===== src/rtl/cpu_step_ctrl_pkg.sv =====
// rtl/cpu_step_ctrl_pkg.sv - shared state encoding and run-mode constants for the step controller
package cpu_step_ctrl_pkg;

  typedef enum logic [1:0] {
    ST_IDLE  = 2'd0,
    ST_STEP  = 2'd1,
    ST_BURST = 2'd2,
    ST_RUN   = 2'd3
  } state_e;

  localparam logic [1:0] MODE_STEP  = 2'b00;
  localparam logic [1:0] MODE_BURST = 2'b01;
  localparam logic [1:0] MODE_FREE  = 2'b10;
  localparam logic [1:0] MODE_BP    = 2'b11;

endpackage


===== src/rtl/cpu_step_ctrl_if.sv =====
// rtl/cpu_step_ctrl_if.sv - control/status/display bundle between board logic and the step controller
interface cpu_step_ctrl_if #(
  parameter int PC_W    = 32,
  parameter int CNT_W   = 16,
  parameter int BURST_W = 8,
  parameter int NCH     = 4,
  parameter int SEL_W   = 2
) ();
  logic                step_btn;
  logic                run_btn;
  logic [1:0]          mode;
  logic [BURST_W-1:0]  burst_len;
  logic                bp_en;
  logic [PC_W-1:0]     bp_addr;
  logic [PC_W-1:0]     pc;
  logic [NCH*32-1:0]   ch_data;
  logic [SEL_W-1:0]    ch_sel;
  logic                cpu_ce;
  logic                busy;
  logic                bp_hit;
  logic [CNT_W-1:0]    cycle_cnt;
  logic [31:0]         disp_data;

  modport master (
    output step_btn, run_btn, mode, burst_len, bp_en, bp_addr, pc, ch_data, ch_sel,
    input  cpu_ce, busy, bp_hit, cycle_cnt, disp_data
  );

  modport slave (
    input  step_btn, run_btn, mode, burst_len, bp_en, bp_addr, pc, ch_data, ch_sel,
    output cpu_ce, busy, bp_hit, cycle_cnt, disp_data
  );
endinterface


===== src/rtl/cpu_step_ctrl_edge_det.sv =====
// rtl/cpu_step_ctrl_edge_det.sv - rising-edge detector for a debounced button level
module cpu_step_ctrl_edge_det (
  input  logic clk,
  input  logic lvl_i,
  output logic rise_o
);
  logic lvl_q;

  // Follow the level every cycle, reset included, so a button held through reset never fires
  always_ff @(posedge clk) begin
    lvl_q <= lvl_i;
  end

  assign rise_o = lvl_i & ~lvl_q;
endmodule


===== src/rtl/cpu_step_ctrl.sv =====
// rtl/cpu_step_ctrl.sv - CPU clock-enable sequencer (step/burst/run/breakpoint) with counter and display mux
module cpu_step_ctrl
  import cpu_step_ctrl_pkg::*;
#(
  parameter int PC_W    = 32,
  parameter int CNT_W   = 16,
  parameter int BURST_W = 8,
  parameter int NCH     = 4,
  parameter int SEL_W   = 2
) (
  input  logic             clk,
  input  logic             rst,
  cpu_step_ctrl_if.slave   bus
);
  state_e              state_q;
  logic [1:0]          mode_q;
  logic [BURST_W-1:0]  remaining_q;
  logic                armed_q;
  logic                bp_hit_q;
  logic [CNT_W-1:0]    cycle_cnt_q;
  logic [31:0]         disp_q;
  logic [31:0]         disp_d;
  logic [PC_W-1:0]     pc_cur;
  logic [PC_W-1:0]     bp_cur;
  logic                rise_step;
  logic                rise_run;
  logic                bp_stop;
  logic                cpu_ce;
  logic                run_mode;

  cpu_step_ctrl_edge_det u_step_edge (.clk(clk), .lvl_i(bus.step_btn), .rise_o(rise_step));
  cpu_step_ctrl_edge_det u_run_edge  (.clk(clk), .lvl_i(bus.run_btn),  .rise_o(rise_run));

  assign pc_cur   = bus.pc;
  assign bp_cur   = bus.bp_addr;
  assign run_mode = (bus.mode == MODE_FREE) || (bus.mode == MODE_BP);

  // Breakpoint gate is combinational so the instruction at bp_addr is never executed;
  // armed_q masks the first RUN cycle so a run can resume from the breakpoint PC
  assign bp_stop = (state_q == ST_RUN) && (mode_q == MODE_BP) && bus.bp_en && armed_q &&
                   (pc_cur == bp_cur);
  assign cpu_ce  = (state_q == ST_STEP) || (state_q == ST_BURST) ||
                   ((state_q == ST_RUN) && !bp_stop);

  // Execution FSM: mode is captured on leaving IDLE and held until the FSM returns there
  always_ff @(posedge clk) begin
    if (rst) begin
      state_q     <= ST_IDLE;
      mode_q      <= MODE_STEP;
      remaining_q <= '0;
      armed_q     <= 1'b0;
      bp_hit_q    <= 1'b0;
    end else begin
      case (state_q)
        ST_IDLE: begin
          if (rise_run && run_mode) begin
            state_q  <= ST_RUN;
            mode_q   <= bus.mode;
            armed_q  <= 1'b0;
            bp_hit_q <= 1'b0;
          end else if (rise_step && (bus.mode == MODE_STEP)) begin
            state_q <= ST_STEP;
            mode_q  <= bus.mode;
          end else if (rise_step && (bus.mode == MODE_BURST) && (bus.burst_len != '0)) begin
            state_q     <= ST_BURST;
            mode_q      <= bus.mode;
            remaining_q <= bus.burst_len;
          end
        end
        ST_STEP: begin
          state_q <= ST_IDLE;
        end
        ST_BURST: begin
          remaining_q <= remaining_q - 1'b1;
          if (rise_run || (remaining_q == BURST_W'(1))) begin
            state_q <= ST_IDLE;
          end
        end
        ST_RUN: begin
          armed_q <= 1'b1;
          if (rise_run) begin
            state_q <= ST_IDLE;
          end else if (bp_stop) begin
            state_q  <= ST_IDLE;
            bp_hit_q <= 1'b1;
          end
        end
        default: state_q <= ST_IDLE;
      endcase
    end
  end

  // Executed-instruction counter, wraps naturally at 2^CNT_W
  always_ff @(posedge clk) begin
    if (rst) begin
      cycle_cnt_q <= '0;
    end else if (cpu_ce) begin
      cycle_cnt_q <= cycle_cnt_q + 1'b1;
    end
  end

  // Channel select; selects beyond the populated channels show blank
  always_comb begin
    disp_d = '0;
    for (int i = 0; i < NCH; i++) begin
      if (bus.ch_sel == SEL_W'(i)) begin
        disp_d = bus.ch_data[32*i +: 32];
      end
    end
  end

  // Registered display output for the seven-segment driver
  always_ff @(posedge clk) begin
    if (rst) begin
      disp_q <= '0;
    end else begin
      disp_q <= disp_d;
    end
  end

  assign bus.cpu_ce    = cpu_ce;
  assign bus.busy      = (state_q != ST_IDLE);
  assign bus.bp_hit    = bp_hit_q;
  assign bus.cycle_cnt = cycle_cnt_q;
  assign bus.disp_data = disp_q;
endmodule


===== src/flat_wrapper.sv =====
// flat-port wrapper written by rule: the top's interface ports become plain ports
module cpu_step_ctrl_flat import cpu_step_ctrl_pkg::*;
#(
  parameter int PC_W    = 32,
  parameter int CNT_W   = 16,
  parameter int BURST_W = 8,
  parameter int NCH     = 4,
  parameter int SEL_W   = 2
)
  (clk, rst, bus_step_btn, bus_run_btn, bus_mode, bus_burst_len, bus_bp_en, bus_bp_addr, bus_pc, bus_ch_data, bus_ch_sel, bus_cpu_ce, bus_busy, bus_bp_hit, bus_cycle_cnt, bus_disp_data);
  cpu_step_ctrl_if #(.PC_W(PC_W), .CNT_W(CNT_W), .BURST_W(BURST_W), .NCH(NCH), .SEL_W(SEL_W)) bus_i ();
  input  logic clk;
  input  logic rst;
  input wire logic [$bits(bus_i.step_btn)-1:0] bus_step_btn;
  input wire logic [$bits(bus_i.run_btn)-1:0] bus_run_btn;
  input wire logic [$bits(bus_i.mode)-1:0] bus_mode;
  input wire logic [$bits(bus_i.burst_len)-1:0] bus_burst_len;
  input wire logic [$bits(bus_i.bp_en)-1:0] bus_bp_en;
  input wire logic [$bits(bus_i.bp_addr)-1:0] bus_bp_addr;
  input wire logic [$bits(bus_i.pc)-1:0] bus_pc;
  input wire logic [$bits(bus_i.ch_data)-1:0] bus_ch_data;
  input wire logic [$bits(bus_i.ch_sel)-1:0] bus_ch_sel;
  output wire logic [$bits(bus_i.cpu_ce)-1:0] bus_cpu_ce;
  output wire logic [$bits(bus_i.busy)-1:0] bus_busy;
  output wire logic [$bits(bus_i.bp_hit)-1:0] bus_bp_hit;
  output wire logic [$bits(bus_i.cycle_cnt)-1:0] bus_cycle_cnt;
  output wire logic [$bits(bus_i.disp_data)-1:0] bus_disp_data;
  assign bus_i.step_btn = bus_step_btn;
  assign bus_i.run_btn = bus_run_btn;
  assign bus_i.mode = bus_mode;
  assign bus_i.burst_len = bus_burst_len;
  assign bus_i.bp_en = bus_bp_en;
  assign bus_i.bp_addr = bus_bp_addr;
  assign bus_i.pc = bus_pc;
  assign bus_i.ch_data = bus_ch_data;
  assign bus_i.ch_sel = bus_ch_sel;
  assign bus_cpu_ce = bus_i.cpu_ce;
  assign bus_busy = bus_i.busy;
  assign bus_bp_hit = bus_i.bp_hit;
  assign bus_cycle_cnt = bus_i.cycle_cnt;
  assign bus_disp_data = bus_i.disp_data;
  cpu_step_ctrl #(.PC_W(PC_W), .CNT_W(CNT_W), .BURST_W(BURST_W), .NCH(NCH), .SEL_W(SEL_W)) u_core (.clk(clk), .rst(rst), .bus(bus_i));
endmodule

===== config.mk =====
export PLATFORM = sky130hd
export DESIGN_NAME = cpu_step_ctrl_flat
export DESIGN_NICKNAME = d
export VERILOG_FILES = /design/src/rtl/cpu_step_ctrl_pkg.sv /design/src/rtl/cpu_step_ctrl_if.sv /design/src/rtl/cpu_step_ctrl_edge_det.sv /design/src/rtl/cpu_step_ctrl.sv /design/src/flat_wrapper.sv
export SDC_FILE = /design/constraint.sdc
export NUM_CORES = 1
export LEC_CHECK = 0
export CAP_MARGIN = 25
export CORE_UTILIZATION = 35
export CTS_CLUSTER_DIAMETER = 30
export CTS_CLUSTER_SIZE = 40
export DETAILED_ROUTE_END_ITERATION = 16
export PLACE_DENSITY = 0.88
export REMOVE_ABC_BUFFERS = 1
export SLEW_MARGIN = 0
export SYNTH_ARGS = -nofsm -noshare
export SYNTH_HDL_FRONTEND = slang
export SYNTH_SLANG_ARGS = --single-unit

===== constraint.sdc =====
create_clock -name clk -period 2.6 [get_ports clk]
set_input_delay 0.26 -clock clk [delete_from_list [all_inputs] [get_ports clk]]
set_output_delay 0.26 -clock clk [all_outputs]
set_load 0.02 [all_outputs]

==> impl_metrics.ini <==
[status]
status = finished, final reports clean

[critical_path]
worstPathRequired_ns = 2.84
r2r-start = u_core.remaining_q[2]
end_kind = flop
crit_family = simple AND/OR/NAND/NOR gates
worstReg2RegEnd = u_core.state_q[0]
worst_setup_path_start_kind = flop
crit_top_cell = or3_4
arrival_ns = 2.59
slowest_stage = or3_4
rrSetupSlack_ns = 0.25
cpPeakStageDelay_ns = 0.42
crit_path_max_fanout = 6
cp_cell_sequence = or3_4 -> or3_4 -> or3b_1 -> a32o_2 -> or3_1 -> o31ai_1
cp_num_buf_inv = 0
rr_worst_depth = 6
worst-setup-path-type = flop to flop
cp_num_cells = 6

[sta]
skew_ns = 0.01008
setup_ws_ns = 0.2512
max_freq_mhz = 425.7
fin_crit_ns = 2.349
slew-limit-headroom = 0.5523
finalHoldViolCount = 0
tightest_slew_ns = 0.6715
post-route-period-util = 0.9034
setup_viol = 0
fin_tns_setup_ns = 0
rsz0062_at_grt = false
drv_slew = 0

[clock_tree]
root_buffer = clkbuf_8
clk_pin_slew_ns = 0.07
clock_latency_ns = 0.34
ctsHoldBuffers = 0
htreeDepth = 3
numCtsBuffers = 9
clock-sinks = 64
clock_path_buffers = 2
cts_tree = done

[synthesis]
synth.area.top_cells = dfxtp_1 (35%), mux4_2 (20%), nor2b_1 (5.4%), xnor2_1 (4.8%), xor2_1 (3.1%)
yosys_warnings = 0
syn_avg_cell_area_sq_um = 10.04
netlist_top_cells_count = dfxtp_1 (64), mux4_2 (32), nor2b_1 (32)
ys_types = 41
synth_edf_count = 0
synth_largest_area_cell = dfxtp_1
yosysMostFrequentCell = dfxtp_1
syn_area_sq_mm = 0.003675
syn_inst = 366
synth_compound_area_frac = 0.1120
ys.flop_type = dfxtp_1
synthXorXnorAreaFrac = 0.07865
yosys.area_share.simple = 0.2002
async_flop_share = 0
synth-seq-area-share = 0.3487
synth_top_family_by_area = multiplexers
yosys.area.top_type_share = 0.3487
synth-seq-cells = 64
synth-adder-area-share = 0.02043
muxShareOfSynthArea = 0.2074

[final_layout]
fin_util = 0.6468
design_area_sq_mm = 0.006618
syn_to_final_growth_pct = 80.08
drive_gt1_frac = 0.09554
final_nets = 839
nFillCells = 788

[die]
core_area_sq_mm = 0.01023
start_util = 0.3592
fp.dieH_um = 104.5
dieArea_sq_mm = 0.01091
die_w_um = 104.5
row_count = 37
ios = 260

[grt]
first_global_vias = 4033
grt_usage = 0.2322
grt_max_degree = 37
grt_first_pass_wirelength_mm = 19.69
overflow = 0
antenna_found_initial = 1

[routing]
drt_iter0_drc = 171
ant_nets = 0
vias = 3883
viasPerCell = 5.076
wl_mm = 12.85
dr.pass1.iters = 4
drc = 0
wl_per_cell_um = 16.79

[run]
maxCapViolations = 0

[pwr]
p_per_area_mw_per_mm2 = 498.3
p_total_mw = 3.298
leakage_nw = 2.366
peakVddDrop_mv = 0.2575

[place]
pre_cts_ws_ns = 0.05035
gp_congestion = 0.8242
placed_cell_area_sq_mm = 0.006425
hpwl_mm = 10.55
io_buffer_count = 259

[min_path]
hold_path_class = input port to flop
holdPathEnd = u_core.u_step_edge.lvl_q
whs_path_depth = 1
worstHoldStart = bus_step_btn
==> worst register-to-register path, delay by kind of cell (launching register included) <==
family,cells,cell delay [ns]
simple gates,4,1.52
compound gates,2,0.37
flops,1,0.36
==> worst max-delay path by stage <==
stage	end	slack [ns]	startpoint
5_1_grt	u_core.state_q[0]	0.19	u_core.remaining_q[2]
2_1_floorplan	u_core.state_q[0]	0.40	u_core.remaining_q[2]
4_1_cts	bus_cpu_ce	0.01	u_core.state_q[1]
6_report	u_core.state_q[0]	0.25	u_core.remaining_q[2]
3_3_place_gp	bus_cpu_ce	0.16	bus_bp_addr[4]
3_5_place_dp	u_core.bus.cycle_cnt[8]	0.05	bus_pc[24]
==> registers in the layout, indices dropped and copies added, names as in the netlist <==
signal	cells
u_core.u_run_edge.lvl_q	1
u_core.u_step_edge.lvl_q	1
u_core.remaining_q	8
u_core.mode_q	2
u_core.bus.cycle_cnt	16
u_core.state_q	2
u_core.bus.disp_data	32
u_core.bus.bp_hit	1
u_core.armed_q	1
==> placed cells by master, fill, tap and decap left out, types with 2 or more instances in the layout <==
cell | netlist | final
nand3_1 | 5 | 5
or4_1 | 11 | 11
clkbuf_1 | 15 | 2
or3_1 | 3 | 3
dfxtp_1 | 64 | 64
mux2i_1 | 3 | 3
nand4_1 | 8 | 8
a211oi_1 | 7 | 7
clkbuf_8 | 0 | 10
o22ai_1 | 4 | 4
buf_4 | 0 | 7
o21ai_0 | 10 | 10
xnor2_1 | 20 | 20
or3_4 | 2 | 2
nor3_1 | 4 | 4
and4_1 | 3 | 3
nor2_1 | 24 | 24
nor2b_1 | 32 | 32
a21oi_1 | 19 | 19
nor4_1 | 9 | 9
o31ai_1 | 15 | 15
xor2_1 | 13 | 13
ha_1 | 6 | 6
nand2_1 | 21 | 21
nand2b_1 | 4 | 4
inv_1 | 12 | 12
clkdlybuf4s50_1 | 0 | 256
buf_2 | 0 | 2
mux4_2 | 32 | 32
==> logic make-up after synthesis <==
group,after synthesis
AO/OA/AOI/OAI,64
AND/OR/NAND/NOR,131
XOR/XNOR,33
adder cells (fa/ha/maj),6
flip-flops,64
buffers and inverters,32
multiplexers,36
==> per-stage QoR <==
step                hold WS, ns  std cells
floorplan                0.2877        346
global placement         0.4513        749
detailed placement       0.4720        749
CTS                      0.3859        764
global route             0.3829        765
finish                   0.3909        765
==> metal layers <==
layer	up-vias	global-route usage	wire [um]
met5	-	0	0
met3	27	0.06830	1067
met1	1779	0.2202	4454
li1	1886	-	-
met2	191	0.4465	6878
met4	0	0.1173	447
==> cell type report <==
class / instances / area, sq um / area share
antenna: 1 / 2.502 / 0.0003781
clock buffer: 12 / 145.1 / 0.02193
clock inverter: 3 / 42.54 / 0.006428
inverter: 12 / 45.04 / 0.006807
multi-input combinational: 270 / 2273 / 0.3435
sequential: 64 / 1281 / 0.1936
tap: 136 / 170.2 / 0.02571
timing repair buffer: 267 / 2658 / 0.4016
==> power breakdown <==
part           total, mW  internal (mW)  switching [mW]  leakage, nW
logic               1.31          0.734           0.580         1.75
registers           1.14           1.08          0.0660        0.527
clock network      0.843          0.463           0.379       0.0925
==> timing repair <==
item,CTS,global route
hold endpoints to repair,0,0
setup buffers,0,0
setup endpoints to repair,0,1
resized for setup,0,1
Power figures use the tool's default switching activity.
